### config.mk
export PLATFORM = sky130hd
export DESIGN_NAME = gpr_wb_file
export DESIGN_NICKNAME = d
export VERILOG_FILES = /design/src/rtl/cpu_pkg.sv /design/src/rtl/gpr_read_port.sv /design/src/rtl/gpr_wb_file.sv
export SDC_FILE = /design/constraint.sdc
export NUM_CORES = 2
export LEC_CHECK = 0
export CAP_MARGIN = 25
export CORE_AREA = 2 2 311 313
export CTS_BUF_LIST = sky130_fd_sc_hd__clkbuf_8 sky130_fd_sc_hd__clkbuf_16
export CTS_CLUSTER_DIAMETER = 30
export DETAILED_ROUTE_END_ITERATION = 8
export DIE_AREA = 0 0 313 315
export MAX_ROUTING_LAYER = met4
export PLACE_DENSITY_LB_ADDON = 0.08
export SLEW_MARGIN = 15
export SYNTH_ARGS = -nofsm -noshare
export SYNTH_HDL_FRONTEND = slang
export SYNTH_HIERARCHICAL = 1
export SYNTH_SLANG_ARGS = --single-unit
### constraint.sdc
create_clock -name clk -period 5.7 [get_ports clk]
set_input_delay 0.855 -clock clk [delete_from_list [all_inputs] [get_ports clk]]
set_output_delay 0.855 -clock clk [all_outputs]
set_load 0.02 [all_outputs]
### src/rtl/cpu_pkg.sv
// rtl/cpu_pkg.sv - shared CPU widths and register-name constants
package cpu_pkg;

    localparam int DATA_W = 32;
    localparam int ADDR_W = 5;
    localparam int NREG   = 2 ** ADDR_W;

    localparam logic [ADDR_W-1:0] REG_ZERO = 5'd0;
    localparam logic [ADDR_W-1:0] REG_SP   = 5'd29;
    localparam logic [ADDR_W-1:0] REG_RA   = 5'd31;

endpackage

### src/rtl/gpr_read_port.sv
// rtl/gpr_read_port.sv - one GPR read port: $0 / write-through bypass / array priority mux
module gpr_read_port #(
    parameter int DATA_W = 32,
    parameter int ADDR_W = 5
) (
    input  logic [ADDR_W-1:0] i_addr,
    input  logic              i_we_eff,
    input  logic [ADDR_W-1:0] i_wb_addr,
    input  logic [DATA_W-1:0] i_wb_data,
    input  logic [DATA_W-1:0] i_reg_data,
    output logic [DATA_W-1:0] o_data
);

    always_comb begin
        o_data = i_reg_data;
        if (i_addr == '0) begin
            o_data = '0;
        end else if (i_we_eff && (i_wb_addr == i_addr)) begin
            o_data = i_wb_data;
        end
    end

endmodule

### src/rtl/gpr_wb_file.sv
// rtl/gpr_wb_file.sv - GPR file with write-back commit, two bypassed read ports and commit trace
module gpr_wb_file #(
    parameter int DATA_W = cpu_pkg::DATA_W,
    parameter int ADDR_W = cpu_pkg::ADDR_W,
    parameter int NREG   = cpu_pkg::NREG
) (
    input  logic              clk,
    input  logic              reset,
    input  logic              wb_en,
    input  logic [ADDR_W-1:0] wb_addr,
    input  logic [DATA_W-1:0] wb_data,
    input  logic [DATA_W-1:0] wb_pc4,
    input  logic [ADDR_W-1:0] rs_addr,
    input  logic [ADDR_W-1:0] rt_addr,
    output logic [DATA_W-1:0] rs_data,
    output logic [DATA_W-1:0] rt_data,
    output logic              trace_valid,
    output logic [DATA_W-1:0] trace_pc,
    output logic [ADDR_W-1:0] trace_addr,
    output logic [DATA_W-1:0] trace_data
);

    import cpu_pkg::*;

    logic [DATA_W-1:0] r_regs [NREG];
    logic              r_trace_valid;
    logic [DATA_W-1:0] r_trace_pc;
    logic [ADDR_W-1:0] r_trace_addr;
    logic [DATA_W-1:0] r_trace_data;
    logic              w_we_eff;

    // Reset also masks the write so neither storage nor the bypass sees it.
    assign w_we_eff = wb_en && (wb_addr != ADDR_W'(REG_ZERO)) && !reset;

    always_ff @(posedge clk) begin
        if (reset) begin
            for (int i = 0; i < NREG; i++) begin
                r_regs[i] <= '0;
            end
        end else if (w_we_eff) begin
            r_regs[wb_addr] <= wb_data;
        end
    end

    always_ff @(posedge clk) begin
        if (reset) begin
            r_trace_valid <= 1'b0;
            r_trace_pc    <= '0;
            r_trace_addr  <= '0;
            r_trace_data  <= '0;
        end else begin
            r_trace_valid <= w_we_eff;
            if (w_we_eff) begin
                r_trace_pc   <= wb_pc4 - DATA_W'(4);
                r_trace_addr <= wb_addr;
                r_trace_data <= wb_data;
            end
        end
    end

    gpr_read_port #(.DATA_W(DATA_W), .ADDR_W(ADDR_W)) u_rs_port (
        .i_addr     (rs_addr),
        .i_we_eff   (w_we_eff),
        .i_wb_addr  (wb_addr),
        .i_wb_data  (wb_data),
        .i_reg_data (r_regs[rs_addr]),
        .o_data     (rs_data)
    );

    gpr_read_port #(.DATA_W(DATA_W), .ADDR_W(ADDR_W)) u_rt_port (
        .i_addr     (rt_addr),
        .i_we_eff   (w_we_eff),
        .i_wb_addr  (wb_addr),
        .i_wb_data  (wb_data),
        .i_reg_data (r_regs[rt_addr]),
        .o_data     (rt_data)
    );

    assign trace_valid = r_trace_valid;
    assign trace_pc    = r_trace_pc;
    assign trace_addr  = r_trace_addr;
    assign trace_data  = r_trace_data;

endmodule

Yosys cells after proc, flatten, opt, wreduce, memory -nomap -nowiden
Memories as Yosys holds them, arrays and structs flattened.
Index checks and enable logic that the tools add are counted.
{"block": "classes", "mul": 0, "n_shift": 0, "n_bitwise": 0, "div_mod_pow": 0, "magnitude_cmp": 0, "n_addsub": 1, "muxes": 12, "n_eq_ne": 2, "n_reduce_logical": 9}
{"op": "2-to-1 mux 32 bit", "count": 5}
{"op": "OR reduction 32 bit", "count": 1}
{"op": "subtractor 32 x 3 -> 32 bit (second input constant)", "count": 1}
{"op": "equality test 5 bit", "count": 2}
{"op": "zero test 5 bit", "count": 2}
{"op": "2-to-1 mux 1 bit", "count": 6}
{"op": "2-to-1 mux 5 bit", "count": 1}
{"op": "nonzero test 5 bit", "count": 1}
{"op": "logical AND 1 bit", "count": 4}
{"op": "zero test 1 bit", "count": 1}
{"block": "totals", "romBits": 0, "ramBits": 1024, "mem_count": 1, "out_inout_bits": 134, "inputBits": 82, "wordCells": 29, "reg_bits": 70, "latch_bits": 0}
{"memory": "r_regs", "depth": 32, "word_bits": 32, "rd": 2, "rd_clocked_by_memory_dff": 0, "wr": 32, "line_no": "gpr_wb_file.sv:25", "text": "logic [DATA_W-1:0] r_regs [NREG];"}

Longest topological paths before layout
{"block": "depth", "depth_word": 8, "ltp_mapped": 10, "ltp_nobuf": 6}

Hierarchy
The synthesis kept the hierarchy.
{"module": "gpr_wb_file", "area_per_inst_um2": 55489.5, "instances": 1, "seq_area_each_um2": 32150.8, "cells_per_inst": 3681}
{"module": "gpr_read_port", "area_per_inst_um2": 645.6, "instances": 2, "seq_area_each_um2": 0.0, "cells_per_inst": 123}

Worst setup path after synthesis
No wires, ideal clock.
{"block": "synth_timing", "path_type": "in2reg", "from": "in wb_en", "to": "mem r_regs[23][0] (enable)", "arrival_time_ns": 3.958, "stages": 5, "path_buffers": 2, "setup_slack_ns": 1.276, "setup_time_ns": 0.466, "t_required_ns": 5.234, "cell_sequence": "buf_2 -> nor2b_1 -> nand3_1 -> clkbuf_1 -> o21ai_0"}
{"item": "start: declaration", "line_no": "gpr_wb_file.sv:9", "text": "input logic wb_en,"}
{"item": "end: declaration", "line_no": "gpr_wb_file.sv:25"}

Worst setup path after layout
{"block": "layout_timing", "from": "in rs_addr[3]", "to": "out rs_data[17]"}
{"block": "layout_between", "elab_chain_cells": 4, "elab_cells_between_ends": 6, "cone_classes": "eq/ne: 1; mux: 2; reduce/logical: 2; memory: 1"}
{"item": "start: declaration", "line_no": "gpr_wb_file.sv:13", "text": "input logic [ADDR_W-1:0] rs_addr,"}
{"item": "branches (longest 3 deep; another with memory (32 x 32 bit))"}
{"item": "2-to-1 mux 32 bit (*)", "line_no": "gpr_read_port.sv:16", "text": "if (i_addr == '0) begin"}
{"item": "end: declaration", "line_no": "gpr_wb_file.sv:15", "text": "output logic [DATA_W-1:0] rs_data,"}
Every way passes the cells marked *.

==> summary.log <==
qor: run_status.status finished clean
qor: setup_path.worstPathMaxFanout 24
qor: cells_and_area.flow.area_growth_from_synthesis 22.1%
qor: run.maxCapViolCount 0
qor: routing.wirelength 195000 um
qor: die.core_area 95700 sq um
qor: global_routing.grt_start_max_net_pins 93
qor: yosys.synth-async-reset-ratio 0%
qor: setup_path.timing.rr.end trace_pc[26]
qor: setup_path.required_time_reported_for_the_critical_path_endpoint 4.85 ns
qor: cells_and_area.fin_cells 5671
qor: yosys.synthesis.yosys.warnings 6
qor: clock_network.postCtsHoldBufs 0
qor: place.numPortBuffers 215
qor: cells_and_area.sequential_cell_area 32200 sq um
qor: yosys.synthTopCellsByCount sky130_fd_sc_hd__edfxtp_1 (1024), sky130_fd_sc_hd__and2_1 (996), sky130_fd_sc_hd__mux4_2 (512)
qor: sta.min_period 5.30 ns
qor: setup_path.worst_setup_path_endpoint rs_data[17]
qor: setup_path.worst_setup_path_startpoint rs_addr[3]
qor: yosys.syn_inst 3927
qor: cells_and_area.multi_input_comb_area 23400 sq um
qor: clock_network.cts_resized 0
qor: sta.clock-skew-final 0 ns
qor: die.i_o_pins 216
qor: sta.final_min_period_over_clock_period 93.0%
qor: yosys.synth_sequential_area_ratio 56.6%
qor: clock_network.cts.repair_timing.setup_buffer_count 0
qor: routing.drt_via_density 7.02
qor: yosys.synth_seq_cells 1094
qor: sta.maxSlewViolCount 0
qor: setup_path.startpoint_type input port
qor: clock_network.cts_sinks 1094
qor: yosys.yosysUniqueCellTypes 48
qor: setup_path.crit_end_element output port
qor: routing.detailroute.via_count 39800
qor: routing.post-route-drc-count 0
qor: clock_network.cts_buffers 227
qor: die.die_h 315 um
qor: power.pwr_cell_area 369 nW/um^2
qor: global_routing.grt_overflow 0
qor: sta.hold_violations 0
qor: routing.antenna_violating_nets_post_route 0
qor: place.placedCellCount 5244
qor: routing.drt-initial-drc-count 5986
qor: yosys.post-synth-top-area-cell sky130_fd_sc_hd__edfxtp_1
qor: sta.grt_setup_unrepaired false
qor: yosys.synth-edff-count 1024
qor: setup_path.worstReg2RegStart trace_pc[26]
qor: cells_and_area.nets 4282
qor: cells_and_area.fill_cells 6017
qor: clock_network.clock_root_buffer_master sky130_fd_sc_hd__clkbuf_16
qor: setup_path.ff2ff_setup_slack 4.97 ns
qor: die.num_rows 114
qor: setup_path.reg2reg_depth 2
qor: yosys.synth.avg_cell_area 14.5 sq um
qor: global_routing.grt_pass1_wl 280000 um
qor: clock_network.clock_tree.htree_level_count 4
qor: yosys.synth_top_flop_cell sky130_fd_sc_hd__edfxtp_1
qor: place.gp_congestion 1.05
qor: sta.worst_hold_slack 0.454 ns
qor: sta.highest_achievable_clock_rate 0.189 GHz
qor: clock_network.cts_tree yes
qor: global_routing.first_global_vias 40400
qor: die.fp.dieW 313 um
qor: place.dp.final_hpwl 126000 um
qor: clock_network.clkLatencyLatePin 0.80 ns
qor: yosys.netlist_area 56800 sq um
qor: clock_network.cts.clk_slew.worst_paths 0.05 ns
qor: yosys.synthTopCellsByArea sky130_fd_sc_hd__edfxtp_1 (54%), sky130_fd_sc_hd__mux4_2 (20%), sky130_fd_sc_hd__and2_1 (11%), sky130_fd_sc_hd__o22ai_1 (2.8%), sky130_fd_sc_hd__dfxtp_1 (2.5%)
qor: routing.first_pass_iters 6
qor: routing.routed_wire_length_per_instance 34.5 um
qor: sta.timing_worst_slew_pin_value 1.11 ns
qor: yosys.yosysMostFrequentCell sky130_fd_sc_hd__edfxtp_1
qor: place.preCtsSetupSlack 0.701 ns
qor: cells_and_area.drive_above_1_share 27.3%
qor: sta.relSlewSlack 25.6%
qor: power.p_leak 24.2 nW
qor: clock_network.cts_max_path_buffers 3
qor: die.floorplan.initialDensity 59.3%
qor: setup_path.worst_ep_arrival_time 4.45 ns
qor: power.worst_ir_drop_vdd 0.325 mV
qor: worst_hold_path.holdCritPathClass register to register
qor: yosys.synth_largest_type_area_fraction 54.2%
qor: global_routing.number_of_antenna_violations_at_the_first_check_in_global_routing 4
qor: sta.final.setup.worst_slack 0.397 ns
qor: cells_and_area.utilization 72.4%
qor: sta.final-setup-viol-count 0
qor: global_routing.overall_routing_resource_usage 41.2%
qor: setup_path.crit_type input port to output port
qor: die.die_area 98600 sq um
qor: sta.totalNegativeSetupSlack 0 ns
registers in the layout, summed over array words and instances (netlist names):
name         flops
trace_addr       5
r_regs        1024
trace_pc        32
trace_data      32
trace_valid      1
worst max-delay path, cell delays in order:
cell and delay, ns:
sky130_fd_sc_hd__clkdlybuf4s50_1 0.58, sky130_fd_sc_hd__or3b_2 0.89, sky130_fd_sc_hd__o22ai_1 0.35, sky130_fd_sc_hd__nor4_1 0.37
sky130_fd_sc_hd__nand2_1 0.17, sky130_fd_sc_hd__o21ai_0 0.49, sky130_fd_sc_hd__clkdlybuf4s50_1 0.72
cell usage in the layout, fill, tap and decap left out, types with 11 or more instances in the layout:
master                               n
sky130_fd_sc_hd__nand4_1            69
sky130_fd_sc_hd__buf_12             28
sky130_fd_sc_hd__nand3b_1           11
sky130_fd_sc_hd__a21oi_1            42
sky130_fd_sc_hd__inv_1              36
sky130_fd_sc_hd__o21ai_0            69
sky130_fd_sc_hd__edfxtp_1         1024
sky130_fd_sc_hd__o31ai_1            12
sky130_fd_sc_hd__inv_6              11
sky130_fd_sc_hd__xor2_1             15
sky130_fd_sc_hd__nand2_1           148
sky130_fd_sc_hd__nor2_1             24
sky130_fd_sc_hd__clkinvlp_4         26
sky130_fd_sc_hd__o21ai_4            32
sky130_fd_sc_hd__o22ai_1           256
sky130_fd_sc_hd__clkbuf_16         232
sky130_fd_sc_hd__a31oi_1            16
sky130_fd_sc_hd__or4_1              11
sky130_fd_sc_hd__clkinv_2           39
sky130_fd_sc_hd__and2_1            996
sky130_fd_sc_hd__o21ai_1            20
sky130_fd_sc_hd__bufinv_16          32
sky130_fd_sc_hd__nand3_1            11
sky130_fd_sc_hd__clkinv_4           19
sky130_fd_sc_hd__nor4_1             67
sky130_fd_sc_hd__buf_4             194
sky130_fd_sc_hd__nor2_2             31
sky130_fd_sc_hd__clkinv_1           19
sky130_fd_sc_hd__conb_1             32
sky130_fd_sc_hd__mux4_2            512
sky130_fd_sc_hd__clkdlybuf4s50_1   210
sky130_fd_sc_hd__dfxtp_1            70
layout make-up:
cell class                 count  share of cell area (%)
antenna                        1                 0.00361
clock buffer                 236                    8.46
clock inverter               188                    2.90
inverter                       5                  0.0289
multi-input combinational   2432                    33.8
sequential                  1094                    46.4
tap                         1276                    2.30
timing repair buffer         439                    6.15
layer usage:
| layer | share of wire [%] | vias up | track usage [%] |
|---|---|---|---|
| met4 | 7.2 | 0 | 25.1 |
| li1 | - | 15900 | - |
| met3 | 11 | 573 | 7.90 |
| met1 | 35 | 20300 | 52.1 |
| met5 | 0 | - | - |
| met2 | 47 | 3031 | 62.4 |
per-stage QoR:
stage | power, mW | area [sq um]
3_3_place_gp | 12.2 | 61400
2_1_floorplan | 11.0 | 56900
6_report | 25.6 | 69300
5_1_grt | 26.1 | 69300
3_5_place_dp | 12.3 | 61400
4_1_cts | 25.5 | 69300
power by group:
part           internal [mW]  switching [mW]
clock network           8.89            4.52
registers               9.25           0.235
logic                   1.12            1.58
kinds of logic (layout without fill, tap and decap cells):
group / after synthesis / after routing / share of synthesized area (%)
adder cells (fa/ha/maj): 1 / 1 / 0.0220
multiplexers: 512 / 512 / 20.3
AO/OA/AOI/OAI: 460 / 460 / 4.77
flip-flops: 1094 / 1094 / 56.6
AND/OR/NAND/NOR: 1407 / 1407 / 14.8
buffers and inverters: 432 / 868 / 3.15
XOR/XNOR: 20 / 20 / 0.309
other: 1 / 33 / 0.00660
worst min path at each step:
| stage | startpoint | to | slack (ns) | depth (start not counted) |
|---|---|---|---|---|
| floorplan | trace_addr[4] | trace_addr[4] | 0.53 | 2 |
| global placement | trace_pc[1] | trace_pc[1] | 0.44 | 2 |
| detailed placement | trace_data[28] | trace_data[28] | 0.45 | 2 |
| CTS | trace_data[14] | trace_data[14] | 0.45 | 2 |
| global route | trace_data[7] | trace_data[7] | 0.47 | 2 |
| finish | trace_data[14] | trace_data[14] | 0.45 | 2 |
Note: power is estimated with default switching activity, not from simulation.
